===== src/rtl/yolo_acc_pkg.sv =====
// Shared constants and FSM state type for the conv output requantiser.
package yolo_acc_pkg;

  localparam int NUM_CLUSTERS  = 8;
  localparam int NUM_PE        = NUM_CLUSTERS * 4;
  localparam int ACC_WIDTH     = 32;
  localparam int ACT_WIDTH     = 16;
  localparam int WORDS_PER_PIX = NUM_PE / 2;
  localparam int WORD_IDX_W    = (WORDS_PER_PIX > 1) ? $clog2(WORDS_PER_PIX) : 1;

  typedef enum logic {
    IDLE = 1'b0,
    SEND = 1'b1
  } state_e;

endpackage


===== src/rtl/conv_out_requant_lane.sv =====
// One lane: rounding arithmetic right shift, saturation to ACT_WIDTH, optional ReLU.
// ReLU logic exists only when CONV_OUT_RELU_EN is defined.
module conv_out_requant_lane
  import yolo_acc_pkg::*;
(
  input  logic [ACC_WIDTH-1:0] acc,
  input  logic [4:0]           shift,
  input  logic                 relu,
  output logic [ACT_WIDTH-1:0] act,
  output logic                 sat
);

  localparam logic signed [ACC_WIDTH:0] ACT_MAX = (ACC_WIDTH+1)'((1 << (ACT_WIDTH-1)) - 1);
  localparam logic signed [ACC_WIDTH:0] ACT_MIN = -ACT_MAX - (ACC_WIDTH+1)'(1);

  logic signed [ACC_WIDTH:0] ext_s;
  logic signed [ACC_WIDTH:0] rnd_s;
  logic signed [ACC_WIDTH:0] res_s;
  logic [ACT_WIDTH-1:0]      sat_act_s;

  // Round half up, shift arithmetically, then clip to the activation range
  always_comb begin
    ext_s = {acc[ACC_WIDTH-1], acc};
    if (shift == 5'd0) begin
      rnd_s = ext_s;
    end else begin
      rnd_s = ext_s + ((ACC_WIDTH+1)'(1) << (shift - 5'd1));
    end
    res_s = rnd_s >>> shift;
    if (res_s > ACT_MAX) begin
      sat_act_s = ACT_MAX[ACT_WIDTH-1:0];
      sat       = 1'b1;
    end else if (res_s < ACT_MIN) begin
      sat_act_s = ACT_MIN[ACT_WIDTH-1:0];
      sat       = 1'b1;
    end else begin
      sat_act_s = res_s[ACT_WIDTH-1:0];
      sat       = 1'b0;
    end
  end

`ifdef CONV_OUT_RELU_EN
  // ReLU zeroing happens after saturation and is not a saturation event
  always_comb begin
    if (relu && sat_act_s[ACT_WIDTH-1]) begin
      act = {ACT_WIDTH{1'b0}};
    end else begin
      act = sat_act_s;
    end
  end
`else
  logic unused_relu_s;

  // No ReLU in this build
  always_comb begin
    act           = sat_act_s;
    unused_relu_s = relu;
  end
`endif

endmodule


===== src/rtl/conv_out_requant.sv =====
// Captures one accumulator vector, requantises two lanes per word and streams
// them on AXI-Stream. Optional ReLU via macro CONV_OUT_RELU_EN.
module conv_out_requant
  import yolo_acc_pkg::*;
#(
  parameter int SAT_CNT_WIDTH = 16
) (
  input  logic                          aclk,
  input  logic                          areset,
  input  logic                          in_valid,
  input  logic                          in_last,
  input  logic [NUM_PE*ACC_WIDTH-1:0]   in_data,
  output logic                          in_ready,
  input  logic [4:0]                    cfg_shift,
  input  logic                          cfg_relu,
  output logic [2*ACT_WIDTH-1:0]        m_axis_tdata,
  output logic                          m_axis_tvalid,
  input  logic                          m_axis_tready,
  output logic                          m_axis_tlast,
  output logic [SAT_CNT_WIDTH-1:0]      sat_count,
  output logic                          ovf_err
);

  localparam int PAIR_W = 2 * ACC_WIDTH;
  localparam logic [WORD_IDX_W-1:0] LAST_IDX = WORD_IDX_W'(WORDS_PER_PIX - 1);

  state_e                                  state_q, state_d;
  logic [WORDS_PER_PIX-1:0][PAIR_W-1:0]    data_q, data_d;
  logic                                    last_q, last_d;
  logic [4:0]                              shift_q, shift_d;
  logic                                    relu_q, relu_d;
  logic [WORD_IDX_W-1:0]                   word_idx_q, word_idx_d;
  logic                                    more_q, more_d;
  logic                                    final_q, final_d;
  logic                                    in_ready_q, in_ready_d;
  logic                                    tvalid_q, tvalid_d;
  logic [2*ACT_WIDTH-1:0]                  tdata_q, tdata_d;
  logic                                    tlast_q, tlast_d;
  logic [SAT_CNT_WIDTH-1:0]                sat_count_q, sat_count_d;
  logic                                    ovf_err_q, ovf_err_d;

  logic                  final_accept_s, capture_s, load_s;
  logic [PAIR_W-1:0]     pair_s;
  logic [4:0]            sel_shift_s;
  logic                  sel_relu_s, sel_last_s, sel_final_s;
  logic [ACT_WIDTH-1:0]  act0_s, act1_s;
  logic                  sat0_s, sat1_s;
  logic [SAT_CNT_WIDTH:0] sat_sum_s;

  // Capture may coincide with the final-word handshake; word 0 then comes straight from in_data
  always_comb begin
    final_accept_s = tvalid_q && m_axis_tready && final_q;
    capture_s      = in_valid && (in_ready_q || final_accept_s);
    load_s         = capture_s ||
                     ((state_q == SEND) && more_q && (!tvalid_q || m_axis_tready));
    if (capture_s) begin
      pair_s      = in_data[PAIR_W-1:0];
      sel_shift_s = cfg_shift;
      sel_relu_s  = cfg_relu;
      sel_last_s  = in_last;
      sel_final_s = (WORDS_PER_PIX == 1);
    end else begin
      pair_s      = data_q[word_idx_q];
      sel_shift_s = shift_q;
      sel_relu_s  = relu_q;
      sel_last_s  = last_q;
      sel_final_s = (word_idx_q == LAST_IDX);
    end
  end

  conv_out_requant_lane u_lane_even (
    .acc   (pair_s[ACC_WIDTH-1:0]),
    .shift (sel_shift_s),
    .relu  (sel_relu_s),
    .act   (act0_s),
    .sat   (sat0_s)
  );

  conv_out_requant_lane u_lane_odd (
    .acc   (pair_s[PAIR_W-1:ACC_WIDTH]),
    .shift (sel_shift_s),
    .relu  (sel_relu_s),
    .act   (act1_s),
    .sat   (sat1_s)
  );

  // FSM next state; in_ready mirrors an idle slot
  always_comb begin
    state_d = state_q;
    case (state_q)
      IDLE: begin
        if (capture_s) begin
          state_d = SEND;
        end else begin
          state_d = IDLE;
        end
      end
      SEND: begin
        if (final_accept_s && !capture_s) begin
          state_d = IDLE;
        end else begin
          state_d = SEND;
        end
      end
      default: state_d = IDLE;
    endcase
    in_ready_d = (state_d == IDLE);
  end

  // Capture slot, word sequencing, output register and counters
  always_comb begin
    data_d      = data_q;
    last_d      = last_q;
    shift_d     = shift_q;
    relu_d      = relu_q;
    word_idx_d  = word_idx_q;
    more_d      = more_q;
    final_d     = final_q;
    tvalid_d    = tvalid_q;
    tdata_d     = tdata_q;
    tlast_d     = tlast_q;
    sat_count_d = sat_count_q;
    ovf_err_d   = ovf_err_q || (in_valid && !capture_s);
    sat_sum_s   = {1'b0, sat_count_q} + (SAT_CNT_WIDTH+1)'(sat0_s) + (SAT_CNT_WIDTH+1)'(sat1_s);

    if (capture_s) begin
      data_d     = in_data;
      last_d     = in_last;
      shift_d    = cfg_shift;
      relu_d     = cfg_relu;
      word_idx_d = WORD_IDX_W'(1);
      more_d     = (WORDS_PER_PIX > 1);
    end else if (load_s) begin
      if (word_idx_q == LAST_IDX) begin
        more_d = 1'b0;
      end else begin
        word_idx_d = word_idx_q + WORD_IDX_W'(1);
      end
    end else begin
      word_idx_d = word_idx_q;
    end

    if (load_s) begin
      tvalid_d    = 1'b1;
      tdata_d     = {act1_s, act0_s};
      tlast_d     = sel_final_s && sel_last_s;
      final_d     = sel_final_s;
      sat_count_d = sat_sum_s[SAT_CNT_WIDTH] ? {SAT_CNT_WIDTH{1'b1}}
                                             : sat_sum_s[SAT_CNT_WIDTH-1:0];
    end else if (tvalid_q && m_axis_tready) begin
      tvalid_d = 1'b0;
      tlast_d  = 1'b0;
      final_d  = 1'b0;
    end else begin
      tvalid_d = tvalid_q;
    end
  end

  // State registers with synchronous reset
  always_ff @(posedge aclk) begin
    if (areset) begin
      state_q     <= IDLE;
      data_q      <= '{default: {PAIR_W{1'b0}}};
      last_q      <= 1'b0;
      shift_q     <= 5'd0;
      relu_q      <= 1'b0;
      word_idx_q  <= {WORD_IDX_W{1'b0}};
      more_q      <= 1'b0;
      final_q     <= 1'b0;
      in_ready_q  <= 1'b1;
      tvalid_q    <= 1'b0;
      tdata_q     <= {(2*ACT_WIDTH){1'b0}};
      tlast_q     <= 1'b0;
      sat_count_q <= {SAT_CNT_WIDTH{1'b0}};
      ovf_err_q   <= 1'b0;
    end else begin
      state_q     <= state_d;
      data_q      <= data_d;
      last_q      <= last_d;
      shift_q     <= shift_d;
      relu_q      <= relu_d;
      word_idx_q  <= word_idx_d;
      more_q      <= more_d;
      final_q     <= final_d;
      in_ready_q  <= in_ready_d;
      tvalid_q    <= tvalid_d;
      tdata_q     <= tdata_d;
      tlast_q     <= tlast_d;
      sat_count_q <= sat_count_d;
      ovf_err_q   <= ovf_err_d;
    end
  end

  assign in_ready      = in_ready_q;
  assign m_axis_tvalid = tvalid_q;
  assign m_axis_tdata  = tdata_q;
  assign m_axis_tlast  = tlast_q;
  assign sat_count     = sat_count_q;
  assign ovf_err       = ovf_err_q;

endmodule


===== config.mk =====
export PLATFORM = sky130hd
export DESIGN_NAME = conv_out_requant
export DESIGN_NICKNAME = d
export VERILOG_FILES = /design/src/rtl/yolo_acc_pkg.sv /design/src/rtl/conv_out_requant_lane.sv /design/src/rtl/conv_out_requant.sv
export SDC_FILE = /design/constraint.sdc
export NUM_CORES = 2
export LEC_CHECK = 0
export ABC_AREA = 0
export CORE_AREA = 5 5 415 417
export CTS_BUF_LIST = sky130_fd_sc_hd__clkbuf_16
export DETAILED_ROUTE_END_ITERATION = 10
export DIE_AREA = 0 0 420 422
export SLEW_MARGIN = 10
export SYNTH_ARGS = -nofsm -noshare
export SYNTH_HDL_FRONTEND = slang
export SYNTH_SLANG_ARGS = --single-unit

===== constraint.sdc =====
create_clock -name aclk -period 31.1 [get_ports aclk]
set_clock_uncertainty 0.05 [all_clocks]
set_input_delay 4.665 -clock aclk [delete_from_list [all_inputs] [get_ports aclk]]
set_output_delay 4.665 -clock aclk [all_outputs]
set_load 0.05 [all_outputs]

==> metrics.md <==
| Metric | Value |
|---|---|
| Post-route ant nets | `0` |
| Max clock buf depth | `3` |
| Area grow syn2layout | `27.20%` |
| CTS tree | `done` |
| Asr flop ratio synth | `0%` |
| Vias in the first global route | `between 50000 and 60000` |
| Num CTS Buffers | `118` |
| Yosys reg bits | `between 1000 and 1500` |
| Fillers | `approximately 17000` |
| Total GRT Usage | `33.29%` |
| Initial Util | `a little over a third` |
| Pin count of the biggest net entering global routing | `between 200 and 250` |
| Grt ovf | `0` |
| Total power density per cell area | `slightly above 50 nW/um2` |
| Fin. max-slew vios | `0` |
| Routed length per instance | `slightly below 30 um` |
| Final Hold Slack | `~0.4 ns` |
| Die Y | `between 400 and 500 um` |
| Syn nets | `8534` |
| Hold buffer count at cts | `0` |
| DR vias/cell | `5.821` |
| Fin crit share | `47.80%` |
| Main synth FF type | `dfxtp_1` |
| Status | `complete, no violations` |
| 1st-pass router iterations | `6` |
| Max Fclk | `0.06726 GHz` |
| Nets | `9232` |
| Slew Limit Headroom | `under 10%` |
| Postcts setup bufs | `0` |
| Lkg Pwr | `between 0.02 and 0.03 uW` |
| Crit path max-delay family | `simple AND/OR/NAND/NOR gates` |
| CTS sink cnt | `approximately 1100` |
| Setup Crit Path Kind | `input pin to flop` |
| WP data required | `31.69 ns` |
| Max incr delay on CP | `approximately 0.76 ns` |
| Vias | `approximately 62000` |
| Synthesized area | `58570 um2` |
| Crit-path slowest cell | `buf_4` |
| Sequential-to-total area share from yosys stat | `between 30% and 40%` |
| Synth cell types | `about 140` |
| Hold Crit Class | `flop to flop` |
| Final TNS setup | `0 ns` |
| Pre-CTS WS | `around 16 ns` |
| Fin crit period | `~15 ns` |
| Drt initial violations | `just over 7000` |
| Crit path capture type | `flop` |
| Gpl congestion | `~1` |
| Reg clk slew, reported paths | `0.06 ns` |
| Combinational share of power | `a little under a quarter` |
| Root Buffer | `clkbuf_16` |
| Worst-Margin Slew | `approximately 1.4 ns` |
| First-pass GRT wire length | `427400 um` |
| Layout cell share with drive strength beyond 1 | `~7.4%` |
| Hold Fails Final Rpt | `0` |
| Remaining DRCs | `0` |
| Crit-path max FO | `roughly 140` |
| Startpoint type of the worst setup path | `input pin` |
| Share of power burned in registers | `approximately two fifths` |
| Syn. warnings | `0` |
| Routed WL | `about 310000 um` |
| Fin worst setup slack | `approximately 16 ns` |
| Initial antenna violation count | `165` |
| H-tree depth | `3` |
| Crit path DAT | `15.46 ns` |
| DIE AREA | `approximately 180000 um2` |
| Int Pwr | `approximately 2600 uW` |
| Row cnt | `about 150` |
| Die Wd | `approximately 420 um` |
| Final setup violation count | `0` |
| Unrepaired setup endpoints after global routing | `no` |
| NetSw | `roughly 1200 uW` |
| IO Count | `~1100` |
| Avg Cell Area, Syn | `around 7.9 um2` |
| Clock Power Share | `36.2%` |
| Net Sw Frac | `between 30 and 40%` |
| Core Area | `roughly 170000 um2` |
| WP buf/inv | `6` |
| EDFF count, synth | `0` |
| I/O Buffers | `1085` |
| Max-Cap Viols | `0` |
| Cells after synthesis | `approximately 7500` |
| Clk_lat worst skew | `approximately 0.8 ns` |
| Cell repeated most along the worst path | `nand2_1` |
| Peak VDD IR | `roughly 0.048 mV` |
| Final HPWL DP | `242900 um` |
| Resize count post-CTS | `0` |
## area by class of cell
cell class	count	area, um2	area share [%]
clock inverter	95	790.8	1.061
timing repair buffer	1181	11690	15.69
tap	2218	2775	3.725
clock buffer	119	2978	3.997
sequential	1089	21820	29.28
multi-input combinational	5739	34100	45.77
inverter	30	112.6	0.1511
antenna	96	240.2	0.3224
## power by group through the flow
stage / combinational (uW) / sequential (uW) / clock [uW]
finish: 918 / 1540 / 1390
CTS: 900 / 1540 / 1410
detailed placement: 897 / 1570 / 0
floorplan: 494 / 1570 / 0
global placement: 895 / 1560 / 0
global route: 973 / 1550 / 1470
## per-stage QoR
stage	utilization, %	area, um2	total power, uW	cells
2_1_floorplan	-	58570	2065	7461
3_3_place_gp	41.88	70500	2459	10257
3_5_place_dp	41.88	70500	2465	10257
4_1_cts	44.12	74260	3849	10471
5_1_grt	44.22	74450	3986	10543
6_report	44.26	74510	3848	10567
## metal layers
metal,global-route usage (%),wire length (um),up-vias
li1,-,-,27852
met5,0,314,-
met3,7.224,24930,587
met2,50.92,140300,2769
met4,15.73,14420,46
met1,44.66,129900,30258
## worst min-delay path, delay by kind of cell, from the launching register on
kind             cells  cell delay, ns
AND/OR/NAND/NOR      1            0.05
flip-flops           1            0.31
AO/OA/AOI/OAI        1            0.05
## state kept, by name (all words and copies together), names as in the netlist
name	count
more_q	1
state_q	1
shift_q	5
final_q	1
in_ready	1
m_axis_tlast	1
word_idx_q	4
data_q	1024
last_q	1
sat_count	16
m_axis_tdata	32
ovf_err	1
m_axis_tvalid	1
## logic make-up (layout without fill, tap and decap cells)
logic type,Yosys count,after routing,share of synthesized area (%)
multiplexers,455,455,12.18
other,0,96,0
adder cells (fa/ha/maj),44,44,0.9314
buffers and inverters,633,1425,4.789
AO/OA/AOI/OAI,2059,2059,21.61
XOR/XNOR,76,76,1.136
flip-flops,1089,1089,37.22
AND/OR/NAND/NOR,3105,3105,22.13
## cell usage in the layout (no fill, tap or decap), drive strengths merged, types with 27 or more instances in the layout
cell,count
a211oi,71
a21o,62
a21oi,1221
a22oi,102
a31oi,50
a32oi,32
and2,33
and3,42
buf,98
clkbuf,119
clkdlybuf4s50,1083
clkinv,53
dfxtp,1089
diode,96
ha,37
inv,60
mux2,27
mux2i,225
mux4,203
nand2,2337
nand3,122
nand4,40
nor2,250
nor3,109
nor4,29
o211ai,52
o21a,29
o21ai,148
o31ai,28
or3,42
xnor2,62
## Yosys cell counts (40+ instances only)
cell type     n  share of area [%]
o211ai_1     45               0.58
mux2i_1     224                3.8
buf_2        59               0.50
nand4_1      40               0.43
xnor2_1      62               0.93
nand3_1     122                1.0
mux4_2      203                7.8
nor2_1      247                1.6
a22oi_1      97                1.2
a31oi_1      47               0.50
nand2_1    2331                 15
o21ai_0     138                1.2
clkbuf_1    450                2.9
and3_1       41               0.44
dfxtp_1    1089                 37
a21o_1       62               0.79
nor3_1      102               0.87
a21oi_1    1218                 10
a211oi_1     67               0.86
## worst paths after layout
check	start	slack, ns	cells after the start	end
setup / recovery	m_axis_tready	16.23	33	sat_count[1]$_SDFFE_PP0P_
hold / removal	data_q[388]$_SDFFE_PP0P_	0.40	2	data_q[388]$_SDFFE_PP0P_
setup reg to reg	word_idx_q[1]$_SDFFE_PP0P_	19.36	27	sat_count[1]$_SDFFE_PP0P_
hold reg to reg	data_q[388]$_SDFFE_PP0P_	0.40	2	data_q[388]$_SDFFE_PP0P_
(Power assumes the default switching activity.)
